--- src/rtl/clb_cfg.sv ---
// clb_cfg: configurable logic block tile.
// Two N_IN-input LUTs (F, G), a set/reset/enable storage element and output
// muxes. All function selects come from a serial configuration chain, and
// tiles daisy-chain through CFG_DOUT.
//
// Ports:
//   K        clock; all state changes on its rising edge
//   RST      synchronous active-high reset
//   IN       user logic inputs [N_IN-1:0]
//   CFG_EN   configuration shift enable
//   CFG_DIN  serial configuration data
//   CFG_DOUT configuration MSB, feeds the next tile's CFG_DIN
//   CFG_DONE high while configured
//   X, Y     user outputs (forced low unless configured)
//   Q        storage element state
//
// state     | meaning
// ----------+-----------------------------------------------
// ST_UNCONF | no configuration since reset
// ST_LOAD   | configuration bits being shifted in (may pause)
// ST_CONF   | fully configured, user logic active

module clb_cfg #(
  parameter int N_IN = 4
) (
  input  logic            K,
  input  logic            RST,
  input  logic [N_IN-1:0] IN,
  input  logic            CFG_EN,
  input  logic            CFG_DIN,
  output logic            CFG_DOUT,
  output logic            CFG_DONE,
  output logic            X,
  output logic            Y,
  output logic            Q
);

  localparam int LUT_BITS = 2 ** N_IN;
  localparam int L        = LUT_BITS;
  localparam int CFG_BITS = 2 * LUT_BITS + 11;
  localparam int CNT_W    = $clog2(CFG_BITS + 1);

  localparam logic [1:0] ST_UNCONF = 2'd0;
  localparam logic [1:0] ST_LOAD   = 2'd1;
  localparam logic [1:0] ST_CONF   = 2'd2;

  logic [1:0]          state_q, state_d;
  logic [CNT_W-1:0]    cnt_q, cnt_d;
  logic [CFG_BITS-1:0] cfg_q, cfg_d;
  logic                q_q, q_d;

  logic [L-1:0]    f_tab, g_tab;
  logic            fbsel;
  logic [1:0]      xsel, ysel, ssel, rsel, esel;
  logic [N_IN-1:0] lut_addr;
  logic            f_val, g_val, s_val, r_val, e_val, x_raw, y_raw;
  logic            conf;

  assign f_tab = cfg_q[L-1:0];
  assign g_tab = cfg_q[2*L-1:L];
  assign fbsel = cfg_q[2*L];
  assign xsel  = cfg_q[2*L+2:2*L+1];
  assign ysel  = cfg_q[2*L+4:2*L+3];
  assign ssel  = cfg_q[2*L+6:2*L+5];
  assign rsel  = cfg_q[2*L+8:2*L+7];
  assign esel  = cfg_q[2*L+10:2*L+9];

  assign conf = (state_q == ST_CONF);

  // Feedback uses the registered Q, so FBSEL never closes a combinational loop.
  assign lut_addr = {IN[N_IN-1:1], (fbsel ? q_q : IN[0])};
  assign f_val    = f_tab[lut_addr];
  assign g_val    = g_tab[lut_addr];

  always_comb begin
    s_val = 1'b0;
    r_val = 1'b0;
    e_val = 1'b1;
    x_raw = 1'b0;
    y_raw = 1'b0;
    case (ssel)
      2'b00:   s_val = IN[N_IN-1];
      2'b01:   s_val = f_val;
      default: s_val = 1'b0;
    endcase
    case (rsel)
      2'b00:   r_val = IN[1];
      2'b01:   r_val = g_val;
      default: r_val = 1'b0;
    endcase
    case (esel)
      2'b00:   e_val = g_val;
      2'b01:   e_val = IN[N_IN-1];
      default: e_val = 1'b1;
    endcase
    case (xsel)
      2'b00:   x_raw = f_val;
      2'b01:   x_raw = g_val;
      default: x_raw = q_q;
    endcase
    case (ysel)
      2'b00:   y_raw = q_q;
      2'b01:   y_raw = g_val;
      default: y_raw = f_val;
    endcase
  end

  always_comb begin
    state_d = state_q;
    cnt_d   = cnt_q;
    cfg_d   = cfg_q;
    q_d     = q_q;
    // The chain shifts in every state so data passes through to downstream tiles.
    if (CFG_EN) begin
      cfg_d = {cfg_q[CFG_BITS-2:0], CFG_DIN};
    end
    case (state_q)
      ST_UNCONF: begin
        if (CFG_EN) begin
          cnt_d   = CNT_W'(1);
          state_d = ST_LOAD;
        end
      end
      ST_LOAD: begin
        if (CFG_EN) begin
          if (cnt_q == CNT_W'(CFG_BITS - 1)) begin
            cnt_d   = '0;
            state_d = ST_CONF;
          end else begin
            cnt_d = cnt_q + CNT_W'(1);
          end
        end
      end
      ST_CONF: begin
        if (CFG_EN) begin
          // Reconfiguration: this edge already carries the first new bit.
          cnt_d   = CNT_W'(1);
          q_d     = 1'b0;
          state_d = ST_LOAD;
        end else if (e_val) begin
          if (r_val) begin
            q_d = 1'b0;
          end else if (s_val) begin
            q_d = 1'b1;
          end else begin
            q_d = f_val;
          end
        end
      end
      default: begin
        cnt_d   = '0;
        q_d     = 1'b0;
        state_d = ST_UNCONF;
      end
    endcase
  end

  always_ff @(posedge K) begin
    if (RST) begin
      state_q <= ST_UNCONF;
      cnt_q   <= '0;
      cfg_q   <= '0;
      q_q     <= 1'b0;
    end else begin
      state_q <= state_d;
      cnt_q   <= cnt_d;
      cfg_q   <= cfg_d;
      q_q     <= q_d;
    end
  end

  assign CFG_DOUT = cfg_q[CFG_BITS-1];
  assign CFG_DONE = conf;
  assign X        = conf & x_raw;
  assign Y        = conf & y_raw;
  assign Q        = q_q;

endmodule

--- config.mk ---
export PLATFORM = sky130hd
export DESIGN_NAME = clb_cfg
export DESIGN_NICKNAME = d
export VERILOG_FILES = /design/src/rtl/clb_cfg.sv
export SDC_FILE = /design/constraint.sdc
export NUM_CORES = 1
export LEC_CHECK = 0
export CAP_MARGIN = 20
export CORE_MARGIN = 4
export CORE_UTILIZATION = 59
export CTS_BUF_LIST = sky130_fd_sc_hd__clkbuf_8
export DETAILED_ROUTE_END_ITERATION = 8
export PLACE_DENSITY = 0.78
export SYNTH_ARGS = -nofsm -noshare
export SYNTH_HDL_FRONTEND = slang
export SYNTH_SLANG_ARGS = --single-unit
--- constraint.sdc ---
create_clock -name K -period 4.53 [get_ports K]
set_clock_uncertainty 0.05 [all_clocks]
set_input_delay 0.6795 -clock K [delete_from_list [all_inputs] [get_ports K]]
set_output_delay 0.6795 -clock K [all_outputs]
set_load 0.02 [all_outputs]
# Word level (Yosys, flattened, before mapping)
# Cells that the tools add are included.
# classes
n_addsub	1
magnitude_cmp	1
n_eq_ne	12
bitwise	3
n_reduce_logical	11
mux	23
# ops
op	count
2-to-1 mux 6 bit	3
== test 2 x 1 -> 1 bit, second input constant	6
logical NOT 2 bit	6
one-hot mux 1 bit (2 select lines)	6
one-hot mux 6 bit (2 select lines)	1
binary-select mux 1 bit (select 4 bit)	2
2-to-1 mux 1 bit	7
adder 6 x 1 -> 6 bit, second input constant	1
== test 6 bit, second input constant	1
2-to-1 mux 2 bit	3
less-than comparator 4 x 5 -> 1 bit, second input constant	1
!= test 2 bit, second input constant	2
one-hot mux 2 bit (2 select lines)	1
AND reduction 2 bit	2
OR reduction 2 bit	2
!= test 3 bit, second input constant	1
AND reduction 3 bit	1
AND 1 bit	2
== test 2 bit, second input constant	1
!= test 2 x 1 -> 1 bit, second input constant	1
inverter 1 bit	1
# totals
reg_bits	52
in_bits	8

# Logic depth before layout (Yosys ltp)
# Gate-level depths: netlist of run 1.
# logic_depth
depth_word	9
mapped_depth	8
depth_no_buf	8

# Least setup slack after synthesis of run 1
# No wires, ideal clock.
# synth_timing
path_type	input -> output
start	input port IN[1]
end	output port X
path_slack_ns	1.547
path_stages	5
required_time_ns	3.800
path_buffers	1
arrival_ns	2.254
cell_sequence	buf_2 mux4_1 a221oi_4 a211o_2 o21ai_0
# synth_between
elab_chain_len	4
word_cells_on_any_way	6
cone_classes	mux (5); bitwise (1)
# synth_lines
item	line	rtl
start, declared	28	input logic [N_IN-1:0] IN,
binary-select mux 1 bit (select 4 bit) (on tied branches)	73, 72	
2-to-1 mux 1 bit (on tied branches)	73, 72	
one-hot mux 1 bit (2 select lines) *	96	case (xsel)
AND 1 bit *	174	assign X = conf & x_raw;
end, declared	33	output logic X,
# Every way passes the cells marked *; elsewhere a longest branch is shown, timed or not. The select of a mux whose other input is x is not followed.

# Final worst setup path of run 1
# Ends and elaborated chain as after synthesis.

==> results of run 1 <==
==> per-layer routing <==
layer / global-route usage (%) / vias to the layer above
met1: 23.64 / 811
met2: 27.96 / 23
li1: - / 875
met4: 6.472 / 0
met5: 0 / -
met3: 4.432 / 4
==> cell type report <==
type / count / share of cell area [%]
Clock buffer: 7 / 3.581
Timing Repair Buffer: 15 / 5.116
Inverter: 3 / 0.4186
Sequential cell: 52 / 38.70
Clock inverter: 1 / 1.116
Multi-Input combinational cell: 177 / 48.74
Tap cell: 50 / 2.326
==> logic make-up after synthesis <==
kind of cell,count (synthesis),share of synthesized area [%]
and+or+nand+nor,92,16.96
muxes,57,27.97
DFF,52,43.02
AOI/OAI and AO/OA,24,7.498
buffers and inverters,17,2.792
xor gates and xnor gates,2,0.7240
adders and majority gates,2,1.034
==> worst min-delay path: cells and delay by family (launching register included) <==
family | cells | cell delay [ns]
and+or+nand+nor | 1 | 0.07
DFF | 1 | 0.35
AOI/OAI and AO/OA | 1 | 0.07
==> metrics by stage <==
step / util [%] / cell area, sq um
3_3_place_gp: 64.56 / 2564
6_report: 67.74 / 2690
3_5_place_dp: 64.56 / 2564
5_1_grt: 67.74 / 2690
2_1_floorplan: - / 2420
4_1_cts: 67.74 / 2690
==> state kept, by name, summed over array words and instances, names as in the netlist <==
register,flops
Q,1
cfg_q,43
cnt_q,6
state_q,2
==> layout by cell type, fill, tap and decap left out, types with 3 or more instances in the layout <==
master / synthesis / routed
inv_1: 3 / 3
mux2i_1: 50 / 50
nand2_1: 10 / 10
buf_4: 0 / 3
nor3_1: 3 / 3
o21ai_0: 4 / 4
mux4_1: 5 / 5
clkdlybuf4s50_1: 0 / 11
nor2b_1: 3 / 3
nand3_1: 3 / 3
dfxtp_1: 52 / 52
clkbuf_8: 0 / 7
a21oi_1: 5 / 5
nand2b_1: 5 / 5
a21o_1: 3 / 3
nor2_1: 57 / 57
==> final timing paths <==
kind / end / cells past startpoint
min: cnt_q[5] / 2
max reg2reg: Q / 6
max: X / 7
min reg2reg: cnt_q[5] / 2
==> power groups by stage <==
stage | registers, mW | logic [mW] | clock network (mW)
after global placement | 0.475 | 0.0593 | 0
after global routing | 0.465 | 0.0659 | 0.362
after detailed placement | 0.475 | 0.0605 | 0
final | 0.464 | 0.0604 | 0.337
after CTS | 0.464 | 0.0606 | 0.342
after floorplan | 0.473 | 0.0465 | 0
==> impl_metrics.env, run 1 <==
export IMPL_numCtsBuffers=5
export IMPL_multi_input_comb_area_sq_mm=0.001311
export IMPL_finalSetupViolCount=0
export IMPL_synthCells=246
export IMPL_clk_pin_slew_ns=0.09
export IMPL_cp_arrival_ns=3.26
export IMPL_routed_wl_mm=4.212
export IMPL_worst_slew_pin_slew_ns=0.5698
export IMPL_io_pins=13
export IMPL_grt_max_degree=52
export IMPL_slew_viol_final=0
export IMPL_clkLatencyLatePin_ns=0.30
export IMPL_die_h_um=72.04
export IMPL_crit_family="buffers and inverters"
export IMPL_cts_sinks=52
export IMPL_synth_nets=256
export IMPL_ir_drop_mv=0.2917
export IMPL_power_frac_comb_pct=7.0
export IMPL_dr_wl_met3_um=154
export IMPL_die_w_um=72.04
export IMPL_post_place_ws_ns=0.5258
export IMPL_p_seq_share_pct=53.8
export IMPL_crit_top_cell="clkdlybuf4s50_1"
export IMPL_p_per_area_mw_per_mm2=320.3
export IMPL_hold_buffers=0
export IMPL_synth_main_ff_cell="dfxtp_1"
export IMPL_ctsResizeCount=0
export IMPL_ys_seq_area_share_pct=43.02
export IMPL_ys_types=39
export IMPL_synth_largest_area_cell="dfxtp_1"
export IMPL_synth_warning_count=0
export IMPL_routed_wl_met2_mm=1.886
export IMPL_grt_pass1_vias=1644
export IMPL_grtUsageTotal_pct=17.73
export IMPL_place_hpwl_mm=2.856
export IMPL_gr_total_overflow=0
export IMPL_critPathMaxFanout=6
export IMPL_n_fill_cell=323
export IMPL_diodes=0
export IMPL_drt_iter0_drc=106
export IMPL_finalWeightedCongestion=0.7708
export IMPL_worst_path_largest_cell_delay_ns=0.67
export IMPL_fin_crit_ns=3.990
export IMPL_pwr_share_clk_pct=39.2
export IMPL_crit_chain="clkdlybuf4s50_1, mux4_1, a22o_1, a221oi_4, a211o_2, o21ai_0, clkdlybuf4s50_1"
export IMPL_synth_area_top_cells="dfxtp_1 (43%), mux2i_1 (21%), nor2_1 (8.8%)"
export IMPL_portBuffers=12
export IMPL_min_delay_start="cnt_q[5]"
export IMPL_placed_cells=297
export IMPL_cts_buffer_depth=2
export IMPL_antenna_found_initial=0
export IMPL_start_util_pct=60.93
export IMPL_reg2reg_from="cfg_q[32]"
export IMPL_r2r_setup_slack_ns=2.32
export IMPL_ys_ff_latch=52
export IMPL_rsz0062_at_grt="false"
export IMPL_drv_cap=0
export IMPL_cts_tree="done"
export IMPL_p_int_mw=0.6809
export IMPL_layoutNonFillerInstCount=305
export IMPL_synth_common_cells="nor2_1 (57), dfxtp_1 (52), mux2i_1 (50), nand2_1 (10), clkbuf_1 (7)"
export IMPL_cp_startpoint="IN[1]"
export IMPL_cp_num_buf_inv=2
export IMPL_avgSynthCellArea_sq_um=9.837
export IMPL_swShare_pct=20.97
export IMPL_synth_top_cell_area_share_pct=43.02
export IMPL_htreeDepth=2
export IMPL_fin_setup_tns_ns=0
export IMPL_regArea_sq_mm=0.001041
export IMPL_wl_met1_mm=2.147
export IMPL_fin_nets=264
export IMPL_synth_edff_count=0
export IMPL_crit_path_start_kind="input pin"
export IMPL_drtPass1Iterations=4
export IMPL_synth_async_reset_ratio_pct=0
export IMPL_cts_setup_buffers=0
export IMPL_final_antenna_net_count=0
export IMPL_drive_above_1_share_pct=7.059
export IMPL_cp_slowest_cell="clkdlybuf4s50_1"
export IMPL_drc=0
export IMPL_end_kind="output pin"
export IMPL_yosysMostFrequentCell="nor2_1"
export IMPL_fin_crit_sh_pct=88.08
export IMPL_coreArea_sq_mm=0.003971
export IMPL_relSlewSlack_pct=62.01
export IMPL_crit_type="in -> out"
export IMPL_final_hold_violation_count=0
export IMPL_top_layer_used="met4"
export IMPL_min_path_type="reg -> reg"
export IMPL_vias_per_cell=5.616
export IMPL_p_leak_nw=1.140
export IMPL_crit_required_ns=3.80
export IMPL_syn_area_sq_mm=0.002420
export IMPL_cts_root_buffer_cell="clkbuf_8"
export IMPL_grt_pass1_wl_mm=7.355
export IMPL_dieArea_sq_mm=0.005190
export IMPL_vias=1713
export IMPL_setup_ws_ns=0.5401
export IMPL_fp_row_count=23
export IMPL_status="finished, final reports clean"
export IMPL_area_growth_syn_to_layout_pct=11.17
export IMPL_hold_ws_ns=0.4707
export IMPL_fmax_mhz=250.6
export IMPL_wire_per_inst_um=13.81
export IMPL_p_total_mw=0.8615
export IMPL_switchingPower_mw=0.1806
Power figures use the tool's default switching activity.
==> run 2: changes to the inputs <==
--- a/config.mk
+++ b/config.mk
@@ -12,4 +12,5 @@
 export DETAILED_ROUTE_END_ITERATION = 8
 export PLACE_DENSITY = 0.78
+export SKIP_CTS_REPAIR_TIMING = 1
 export SYNTH_ARGS = -nofsm -noshare
 export SYNTH_HDL_FRONTEND = slang
==> constraint.sdc (replaced) <==
create_clock -name K -period 4.53 [get_ports K]
set_clock_uncertainty 0.05 [all_clocks]
set_input_delay 0.906 -clock K [delete_from_list [all_inputs] [get_ports K]]
set_output_delay 0.906 -clock K [all_outputs]
set_load 0.02 [all_outputs]
==> run 2 against run 1 <==
Effect of this change: critical path depth did not move; fmax fell by 9.1%; routed wire length barely moved; highest routed layer is now met5; flip-flop and latch count did not move; register-to-register slack got worse by 0.11 ns; clock power fell by 18%; utilization fell by 0.57 points.
==> impl_metrics.env, run 2 (synthesized netlist as in run 1, its figures left out) <==
export IMPL_r2r_end="Q"
export IMPL_clk_pin_slew_ns=0.09
export IMPL_grt_use_met1_pct=23.39
export IMPL_place_hpwl_mm=2.944
export IMPL_cts_root_buffer_cell="clkbuf_8"
export IMPL_top_regs="cfg_q x43, cnt_q x6, state_q x2"
export IMPL_die_w_um=72.04
export IMPL_slew_viol_final=0
export IMPL_wire_per_inst_um=13.82
export IMPL_fin_nets=265
export IMPL_grt_pass1_vias=1553
export IMPL_ir_drop_mv=0.2132
export IMPL_dieArea_sq_mm=0.005190
export IMPL_worst_path_largest_cell_delay_ns=0.63
export IMPL_crit_chain="clkdlybuf4s50_1, mux4_1, a22o_1, a221oi_4, a211o_2, o21ai_0, clkdlybuf4s50_1"
export IMPL_grt_max_degree=52
export IMPL_vias_per_cell=5.646
export IMPL_dpl_instance_area_sq_mm=0.002571
export IMPL_io_pins=13
export IMPL_crit_required_ns=3.57
export IMPL_final_antenna_net_count=0
export IMPL_fmax_mhz=227.8
export IMPL_drt_iter0_drc=88
export IMPL_cts_buffer_depth=2
export IMPL_crit_top_cell="clkdlybuf4s50_1"
export IMPL_largest_reg_flops=43
export IMPL_cts_sinks=52
export IMPL_drive_above_1_share_pct=7.059
export IMPL_r2r_setup_slack_ns=2.21
export IMPL_htreeDepth=2
export IMPL_diodes=0
export IMPL_cp_num_buf_inv=2
export IMPL_antenna_found_initial=1
export IMPL_routed_wl_mm=4.214
export IMPL_drc=0
export IMPL_fp_row_count=23
export IMPL_area_growth_syn_to_layout_pct=10.24
export IMPL_finalSetupViolCount=0
export IMPL_met2_usage_pct=27.45
export IMPL_fin_setup_tns_ns=0
export IMPL_final_area_sq_mm=0.002668
export IMPL_worst_slew_pin_slew_ns=0.6137
export IMPL_grt_pass1_wl_mm=7.203
export IMPL_fin_crit_sh_pct=96.91
export IMPL_relSlewSlack_pct=59.09
export IMPL_start_util_pct=60.93
export IMPL_p_per_area_mw_per_mm2=299.9
export IMPL_fin_crit_ns=4.390
export IMPL_finalWeightedCongestion=0.8213
export IMPL_cts_tree="done"
export IMPL_coreArea_sq_mm=0.003971
export IMPL_use_met3_pct=5.402
export IMPL_reg2reg_from="cfg_q[32]"
export IMPL_drv_cap=0
export IMPL_clkLatencyLatePin_ns=0.30
export IMPL_portBuffers=12
export IMPL_cp_arrival_ns=3.43
export IMPL_end_kind="output pin"
export IMPL_largest_register="cfg_q"
export IMPL_cp_slowest_cell="clkdlybuf4s50_1"
export IMPL_globalRoute_busiestLayer="met2"
export IMPL_rsz0062_at_grt="false"
export IMPL_crit_path_start_kind="input pin"
export IMPL_critPathMaxFanout=5
export IMPL_cp_num_cells=7
export IMPL_final_hold_violation_count=0
export IMPL_grtUsageTotal_pct=17.41
export IMPL_crit_family="buffers and inverters"
export IMPL_vias=1722
export IMPL_min_path_type="reg -> reg"
export IMPL_status="finished, final reports clean"
export IMPL_gr_total_overflow=0
export IMPL_p_leak_nw=1.130
export IMPL_drtPass1Iterations=4
export IMPL_n_fill_cell=316
export IMPL_die_h_um=72.04
export IMPL_r2r_cells=7
export IMPL_crit_type="in -> out"
export IMPL_layout_common_cells="nor2_1 (57), dfxtp_1 (52), mux2i_1 (50), clkdlybuf4s50_1 (11), nand2_1 (10)"
export IMPL_crit_path_end="X"
export IMPL_hold_ws_ns=0.4682
export IMPL_layout_commonest_cell="nor2_1"
export IMPL_cp_startpoint="IN[1]"
export IMPL_numCtsBuffers=5
[run 2: cell type report]
type	count	area (sq um)	share of cell area, %
clock buffers	7	96.34	3.612
inverters	3	11.26	0.4221
multi-input cells	177	1311	49.16
flip-flops and latches	52	1041	39.02
well taps	50	62.56	2.345
repair buffers	16	145.1	5.441
[run 2: metal layers]
metal / routed length [um] / vias to the layer above / share of wire (%)
met3: 139 / 8 / 3.3
met4: 44 / 2 / 1.0
met5: 7 / - / 0.17
met2: 1958 / 16 / 46
met1: 2065 / 820 / 49
li1: - / 876 / -
[run 2: worst register-to-register path, cell delays in order, from the launching register on]
cell and delay, ns:
dfxtp_1 0.44, mux2i_4 0.42, mux4_1 0.36, a22o_1 0.28, a221oi_4 0.25, buf_4 0.18
mux2i_1 0.17, o21ai_1 0.08
[run 2: stage by stage]
stage / util [%] / total power [mW] / setup slack (ns) / cells
floorplan: - / 0.5199 / 1.094 / 246
global placement: 64.74 / 0.5340 / 0.2136 / 298
detailed placement: 64.74 / 0.5348 / 0.1191 / 298
CTS: 67.17 / 0.8043 / 0.1190 / 305
global route: 67.17 / 0.8306 / 0.007514 / 305
finish: 67.17 / 0.7999 / 0.1400 / 305
[run 2: worst min-delay path by stage]
stage | slack, ns | endpoint | depth (start not counted) | startpoint
2_1_floorplan | 0.42 | cfg_q[15] | 2 | cfg_q[15]
4_1_cts | 0.48 | cnt_q[5] | 2 | cnt_q[5]
3_3_place_gp | 0.44 | cfg_q[17] | 2 | cfg_q[17]
3_5_place_dp | 0.46 | cfg_q[15] | 2 | cfg_q[15]
6_report | 0.47 | cnt_q[5] | 2 | cnt_q[5]
5_1_grt | 0.50 | cnt_q[5] | 2 | cnt_q[5]
[run 2: power breakdown]
| part | switching (mW) | internal (mW) |
|---|---|---|
| logic | 0.0338 | 0.0263 |
| clock network | 0.140 | 0.136 |
| registers | 0.00405 | 0.460 |
| total | 0.178 | 0.622 |
==> run 3: changes to the inputs <==
PLACE_DENSITY = 0.79   (was 0.78)
==> run 3 against run 2 <==
Effect of this change: setup slack better by 0.059 ns; register-to-register slack better by 0.10 ns; non-clock buffer count is the same; fmax up 1.4%; combinational power grew 2%; sequential power about the same; cell area decreased by 0.61%; count of clock-buffer cells in the layout is 2 lower; utilization decreased by 0.41 points; die area did not move; critical endpoint unchanged; largest cell class unchanged; largest power group unchanged.
==> impl_metrics.env, run 3 (synthesized netlist as in run 1, its figures left out) <==
export IMPL_cts_tree="done"
export IMPL_largest_register="cfg_q"
export IMPL_dieArea_sq_mm=0.005190
export IMPL_fin_setup_tns_ns=0
export IMPL_fin_crit_sh_pct=95.60
export IMPL_fin_crit_ns=4.331
export IMPL_p_per_area_mw_per_mm2=287.9
export IMPL_drive_above_1_share_pct=6.667
export IMPL_cts_buffer_depth=2
export IMPL_grtUsageTotal_pct=17.40
export IMPL_crit_chain="clkdlybuf4s50_1, buf_4, mux4_2, a22o_1, a221oi_4, a211o_2, o21ai_0, clkdlybuf4s50_1"
export IMPL_fp_row_count=23
export IMPL_crit_path_start_kind="input pin"
export IMPL_io_pins=13
export IMPL_antenna_found_initial=0
export IMPL_layout_commonest_cell="nor2_1"
export IMPL_worst_path_largest_cell_delay_ns=0.54
export IMPL_min_path_type="reg -> reg"
export IMPL_numCtsBuffers=5
export IMPL_largest_reg_flops=43
export IMPL_crit_required_ns=3.57
export IMPL_top_regs="cfg_q x43, cnt_q x6, state_q x2"
export IMPL_grt_max_degree=52
export IMPL_vias=1707
export IMPL_crit_top_cell="clkdlybuf4s50_1"
export IMPL_coreArea_sq_mm=0.003971
export IMPL_final_hold_violation_count=0
export IMPL_wire_per_inst_um=13.86
export IMPL_finalWeightedCongestion=0.8060
export IMPL_fmax_mhz=230.9
export IMPL_p_leak_nw=1.126
export IMPL_layout_common_cells="nor2_1 (57), dfxtp_1 (52), mux2i_1 (50), clkdlybuf4s50_1 (11), nand2_1 (10)"
export IMPL_crit_type="in -> out"
export IMPL_drc=0
export IMPL_grt_pass1_vias=1649
export IMPL_ir_drop_mv=0.1886
export IMPL_final_antenna_net_count=0
export IMPL_fin_nets=265
export IMPL_die_w_um=72.04
export IMPL_placed_cells=298
export IMPL_clk_pin_slew_ns=0.08
export IMPL_cts_sinks=52
export IMPL_relSlewSlack_pct=60.00
export IMPL_grt_pass1_wl_mm=7.341
export IMPL_start_util_pct=60.93
export IMPL_clkLatencyLatePin_ns=0.29
export IMPL_vias_per_cell=5.578
export IMPL_end_kind="output pin"
export IMPL_status="finished, final reports clean"
export IMPL_worst_slew_pin_slew_ns=0.6000
export IMPL_htreeDepth=2
export IMPL_drt_iter0_drc=107
export IMPL_cts_root_buffer_cell="clkbuf_8"
export IMPL_cp_arrival_ns=3.37
export IMPL_area_growth_syn_to_layout_pct=9.566
export IMPL_dpl_instance_area_sq_mm=0.002571
export IMPL_critPathMaxFanout=4
export IMPL_portBuffers=12
export IMPL_slew_viol_final=0
export IMPL_layoutNonFillerInstCount=306
export IMPL_gr_total_overflow=0
export IMPL_routed_wl_mm=4.242
export IMPL_place_hpwl_mm=2.965
export IMPL_final_area_sq_mm=0.002651
export IMPL_die_h_um=72.04
export IMPL_drv_cap=0
export IMPL_p_total_mw=0.7632
export IMPL_drtPass1Iterations=4
export IMPL_finalSetupViolCount=0
export IMPL_rsz0062_at_grt="false"
export IMPL_cp_slowest_cell="clkdlybuf4s50_1"
## run 3: cell count changes in the layout (fill, tap and decap cells not counted)
| cell | before | now |
|---|---|---|
| diode_2 | 0 | 1 |
| clkinv_2 | 0 | 1 |
| clkbuf_8 | 7 | 5 |
| inv_1 | 3 | 4 |
## run 3: worst max-delay path, delay by kind of cell
kind / cells / cell delay, ns
AOI/OAI and AO/OA: 4 / 0.76
buffers and inverters: 3 / 1.21
muxes: 1 / 0.50
## run 3: area by class of cell
| type | count | area [sq um] |
|---|---|---|
| Sequential cell | 52 | 1041 |
| Inverter | 3 | 11.26 |
| Clock buffer | 5 | 68.82 |
| Fill cell | 339 | 1320 |
| Clock inverter | 2 | 8.758 |
| Timing Repair Buffer | 16 | 145.1 |
| Multi-Input combinational cell | 177 | 1311 |
| Tap cell | 50 | 62.56 |
| Antenna cell | 1 | 2.502 |
## run 3: stage by stage
| step | setup slack (ns) | hold slack [ns] | utilization (%) |
|---|---|---|---|
| finish | 0.1991 | 0.4716 | 66.76 |
| CTS | 0.1862 | 0.4795 | 66.70 |
| detailed placement | 0.1869 | 0.4583 | 64.74 |
| floorplan | 1.094 | 0.4246 | - |
| global route | 0.09442 | 0.5058 | 66.70 |
| global placement | 0.2296 | 0.4421 | 64.74 |
## run 3: report_power, final
| group | leakage, nW | switching (mW) | total, mW | internal [mW] |
|---|---|---|---|---|
| Sequential | 0.420 | 0.00388 | 0.464 | 0.460 |
| Combinational | 0.661 | 0.0344 | 0.0611 | 0.0268 |
| Clock | 0.0452 | 0.135 | 0.238 | 0.103 |
## run 3: worst paths after layout
path              slack (ns)        end  cells past startpoint       from
setup / recovery        0.20          X                      8      IN[1]
hold / removal          0.47  cfg_q[17]                      2  cfg_q[17]
setup reg to reg        2.31          Q                      6  cfg_q[32]
hold reg to reg         0.47  cfg_q[17]                      2  cfg_q[17]
## run 3: metal layers
| metal | vias up | global-route usage, % | wire [um] |
|---|---|---|---|
| met3 | 6 | 4.848 | 169 |
| met5 | - | 0 | 0 |
| met4 | 0 | 3.758 | 38 |
| li1 | 881 | - | - |
| met1 | 798 | 22.75 | 2033 |
| met2 | 22 | 28.88 | 2000 |
==> edit 1, RTL diff (settings of run 2) <==
Register the outputs `CFG_DOUT`, `CFG_DONE`, `X` and `Y`, with the module's reset; this adds one clock of latency there. The other outputs are not delayed to match.
--- a/src/rtl/clb_cfg.sv
+++ b/src/rtl/clb_cfg.sv
@@ -171,6 +171,15 @@
 
-  assign CFG_DOUT = cfg_q[CFG_BITS-1];
-  assign CFG_DONE = conf;
-  assign X        = conf & x_raw;
-  assign Y        = conf & y_raw;
+  always_ff @(posedge K) begin
+    if (RST) begin
+      CFG_DOUT <= '0;
+      CFG_DONE <= '0;
+      X        <= '0;
+      Y        <= '0;
+    end else begin
+      CFG_DOUT <= cfg_q[CFG_BITS-1];
+      CFG_DONE <= conf;
+      X        <= conf & x_raw;
+      Y        <= conf & y_raw;
+    end
+  end
   assign Q        = q_q;
Check against the original RTL: same outputs for any inputs over 10 cycles, from zero or initial values and one cycle with RST high; that may be too few to reach the edited logic, so the function may still have changed.
==> edit 1 against run 2 <==
Power grew 14%; first-iteration DRC count grew 42%; area after synthesis grew 2.9%; sequential power grew 7.3%; final area grew 2.4%; routed wire length shrank 1.7%; setup slack gained 1.3 ns; sequential cell count grew 4; critical endpoint is now X.
==> edit 1: results (changes against run 2) <==
The peak fanout along the critical path is 14 (was 5). For the global placement routability congestion, the log shows 0.798 (was 0.821). The run gives 0.213 mV (about the same) as the largest vdd supply drop.

The worst min-delay path startpoint was cfg_q[42] (was cnt_q[5]). The logs give 1290 µm² (was 1310 µm²) for the area occupied by multi-input gates and 125 (was 88) for the DRC violation total after the first TritonRoute iteration. The flow ran to the end, and the final reports show no timing, DRC or antenna violations. The logs give 2.82 mm (was 2.94 mm) for the detailed placer's ending HPWL and 0.30 ns (about the same) for the clock latency on the worst-skew pair.

The hold-critical path depth was 1 (was 2); the internal portion of total power was 0.000716 W (was 0.000622 W). Sink of the worst hold path: CFG_DOUT (was cnt_q[5]). The layout cell share with drive strength beyond 1 was 0.0930 (was 0.0706); the leakage power was 1.13 nW (about the same).

The length in cells of the worst reg-to-reg path is 6 (was 7). The average wire per cell in the routed design works out to 13.5 µm (was 13.8 µm). The number of global-route vias before repair was 1697 (was 1553); the worst slack at placement was 1.12 ns (was 0.119 ns).

The logs give 308 (was 305) for the non-filler instance count after layout and 300 (was 298) for the total placed cells including tap cells. Overall fraction of global-route tracks in use: 0.173 (was 0.174). The run gives 0.385 (was 0.591) as the worst relative slew slack.

The tools report the number of nets produced by synthesis as 262 (was 256). The layout net count was 267 (was 265). The via density per instance is 5.62 (was 5.65). The instance area at placement is 2610 µm² (was 2570 µm²), and the delay of the slowest critical-path stage is 0.90 ns (was 0.63 ns).

The largest net degree at the start of global routing is 54 (was 52). The post-synthesis sequential area ratio is 0.450 (was 0.430). Top post-synthesis cells by area: sky130_fd_sc_hd__dfxtp_1 (45%), sky130_fd_sc_hd__mux2i_1 (20%), sky130_fd_sc_hd__nor2_1 (9.3%) (was sky130_fd_sc_hd__dfxtp_1 (43%), sky130_fd_sc_hd__mux2i_1 (21%), sky130_fd_sc_hd__nor2_1 (8.8%)).

The count of unique library cells instantiated by Yosys is 43 (was 39), and the critical path arrival is 3.22 ns (was 3.43 ns). The tools report the die footprint as 5330 µm² (was 5190 µm²). The worst min-delay path category is reg -> reg (unchanged).

The tightest hold margin was 0.463 ns (was 0.468 ns).
[edit 1: cell types whose count changed after synthesis, sizes merged, moves of 3 or more]
cell,change
dfxtp,+4
a211oi,+7
a211o,-3
clkbuf,+3
nand2,-4
nor2,+6
[edit 1: power groups by stage]
stage | clock (W) | combinational, W | sequential [W]
after floorplan | 0 | 0.0000497 | 0.000508
after global placement | 0 | 0.0000605 | 0.000510
after detailed placement | 0 | 0.0000609 | 0.000510
after CTS | 0.000350 | 0.0000611 | 0.000498
after global routing | 0.000374 | 0.0000672 | 0.000499
final | 0.000350 | 0.0000608 | 0.000498
[edit 1: cell type report]
cell class / instances / area share
inverters: 4 / 0.00549
flip-flops and latches: 56 / 0.410
clock inverters: 1 / 0.0110
well taps: 50 / 0.0229
multi-input cells: 177 / 0.472
repair buffers: 13 / 0.0430
clock buffers: 7 / 0.0353
[edit 1: how the worst max path moves through the flow]
| stage | endpoint | startpoint | depth (start not counted) | slack (ns) |
|---|---|---|---|---|
| after global routing | X | IN[1] | 7 | 1.25 |
| after global placement | X | IN[1] | 7 | 1.16 |
| after floorplan | Q | IN[0] | 6 | 2.09 |
| final | X | IN[1] | 7 | 1.45 |
| after CTS | X | IN[1] | 7 | 1.43 |
| after detailed placement | X | IN[1] | 7 | 1.12 |
[edit 1: logic make-up (layout without fill, tap and decap cells)]
logic type,Yosys count,in the layout,synth area share
flip-flops,56,56,0.450
AND/OR/NAND/NOR,88,88,0.162
adder cells (fa/ha/maj),2,2,0.0100
XOR/XNOR,3,3,0.0105
multiplexers,57,57,0.252
AO/OA/AOI/OAI,27,27,0.0839
buffers and inverters,19,25,0.0321
[edit 1: routing by layer]
metal,share of wire,vias up,track usage
met5,0,-,0
met4,0.016,0,0.0656
met3,0.033,8,0.0344
met2,0.46,25,0.280
met1,0.49,805,0.228
li1,-,893,-
==> edit 2, RTL diff (flow settings as in run 2) <==
Without the edit above. The parameter `N_IN` goes from 4 to 5.
--- a/src/rtl/clb_cfg.sv
+++ b/src/rtl/clb_cfg.sv
@@ -23,3 +23,3 @@
 module clb_cfg #(
-  parameter int N_IN = 4
+  parameter int N_IN = 5
 ) (
Interface: changed (resized IN); port bits go from 13 to 14. The function was not compared with the original's and may differ.
==> edit 2 against run 2 <==
Setup slack gained 0.25 ns; final area grew 60%; sequential cell count grew 33; via count grew 64%; power grew 77%; combinational power grew 83%; area after synthesis grew 59%; routed wire length grew 80%; largest power group unchanged; highest routed layer is now met4.
==> edit 2: results (changes against run 2) <==
The critical path arrival was 3.19 ns (was 3.43 ns). Top post-synthesis cells by count: sky130_fd_sc_hd__mux2i_1 (95), sky130_fd_sc_hd__nor2_1 (90), sky130_fd_sc_hd__dfxtp_1 (85), sky130_fd_sc_hd__nand2_1 (23), sky130_fd_sc_hd__clkbuf_1 (12) (was sky130_fd_sc_hd__nor2_1 (57), sky130_fd_sc_hd__dfxtp_1 (52), sky130_fd_sc_hd__mux2i_1 (50), sky130_fd_sc_hd__nand2_1 (10), sky130_fd_sc_hd__clkbuf_1 (7)). The overall fraction of global-route tracks in use was 0.205 (was 0.174); the leakage power was 1.83 nW (was 1.13 nW). The transition at the pin with the smallest max-transition slack is 0.723 ns (was 0.614 ns). The tools report the startpoint of the worst register-to-register path as Q (was cfg_q[32]). For the met3 usage, the log shows 0.0531 (was 0.0540). Top post-synthesis cells by area: sky130_fd_sc_hd__dfxtp_1 (44%), sky130_fd_sc_hd__mux2i_1 (25%), sky130_fd_sc_hd__nor2_1 (8.8%) (was sky130_fd_sc_hd__dfxtp_1 (43%), sky130_fd_sc_hd__mux2i_1 (21%), sky130_fd_sc_hd__nor2_1 (8.8%)). The run gives 0.37 ns (was 0.30 ns) as the clock latency on the worst-skew pair. The flow ran to the end, and the final reports show no timing, DRC or antenna violations. The largest vdd supply drop was 0.246 mV (was 0.213 mV). Largest regs: cfg_q x75, cnt_q x7, state_q x2 (was cfg_q x43, cnt_q x6, state_q x2). Worst setup path startpoint: IN[0] (was IN[1]). The fraction of met1 tracks used by global routing is 0.268 (was 0.234), and the largest net degree at the start of global routing is 47 (was 52). Worst min-delay path startpoint: cnt_q[6] (was cnt_q[5]). The share of the synthesized netlist area taken by xor and xnor gates came out at 0.0114 (was 0.00724). Detailed-routing wirelength on met1: 3.60 mm (was 2.07 mm). The peak fanout along the critical path is 13 (was 5), and the number of global-route vias before repair is 2675 (was 1553). The wire length of the first global-routing pass was 12.5 mm (was 7.20 mm). The detailed placer's ending HPWL is 5.09 mm (was 2.94 mm). For the CTS H-tree depth, the log shows 3 (was 2).

The number of clock buffers inserted by TritonCTS came out at 9 (was 5). The run gives 4050 µm² (was 2570 µm²) as the instance area at placement. The layout cell share with drive strength beyond 1 works out to 0.0885 (was 0.0706). The via density per instance is 5.71 (was 5.65). Routed wire length: 7.57 mm (was 4.21 mm). The sink of the worst hold path was cnt_q[6] (was cnt_q[5]). The logs give 495 (was 316) for the number of inserted filler cells in the final layout and 415 (was 256) for the number of nets produced by synthesis. The post-synthesis sequential area ratio is 0.441 (was 0.430), and the total of buffers placed on input and output ports is 13 (was 12). The flop-to-flop setup slack was 2.32 ns (was 2.21 ns). The largest delay contributor family on the critical path is multiplexers (was buffers and inverters). Synthesized-area fraction occupied by ao, oa, aoi and oai cells: 0.0636 (was 0.0750).

The highest-delay cell along the critical path is sky130_fd_sc_hd__mux4_1 (was sky130_fd_sc_hd__clkdlybuf4s50_1).
[edit 2: power by group]
group,total [W],internal (W),switching (W)
clock network,0.000556,0.000273,0.000282
logic,0.000110,0.0000474,0.0000622
registers,0.000753,0.000749,0.00000355
[edit 2: through the flow]
| stage | hold slack, ns | setup slack (ns) | cells | total power [W] | utilization |
|---|---|---|---|---|---|
| 2_1_floorplan | 0.421 | 1.00 | 404 | 0.000854 | - |
| 3_3_place_gp | 0.440 | 0.0721 | 479 | 0.000878 | 0.637 |
| 3_5_place_dp | 0.448 | 0.0459 | 479 | 0.000879 | 0.637 |
| 4_1_cts | 0.471 | 0.0351 | 495 | 0.00143 | 0.670 |
| 5_1_grt | 0.501 | 0.273 | 495 | 0.00147 | 0.672 |
| 6_report | 0.465 | 0.388 | 495 | 0.00142 | 0.672 |
[edit 2: worst reg2reg max path, delay by kind of cell (launching register included)]
| family | cells | cell delay (ns) |
|---|---|---|
| AOI/OAI and AO/OA | 3 | 0.35 |
| DFF | 1 | 0.46 |
| buffers and inverters | 1 | 0.17 |
| muxes | 2 | 0.91 |
| and+or+nand+nor | 1 | 0.15 |
[edit 2: cell families (layout without fill, tap and decap cells)]
| kind of cell | Yosys count | after routing |
|---|---|---|
| DFF | 85 | 85 |
| and+or+nand+nor | 153 | 153 |
| buffers and inverters | 28 | 42 |
| xor gates and xnor gates | 5 | 5 |
| muxes | 99 | 99 |
| AOI/OAI and AO/OA | 32 | 32 |
| adders and majority gates | 2 | 2 |
[edit 2: cell type report]
cell class	instances	share of cell area
clock buffers	10	0.0323
inverters	2	0.00176
well taps	77	0.0226
clock inverters	6	0.0167
multi-input cells	291	0.472
flip-flops and latches	85	0.399
repair buffers	24	0.0558
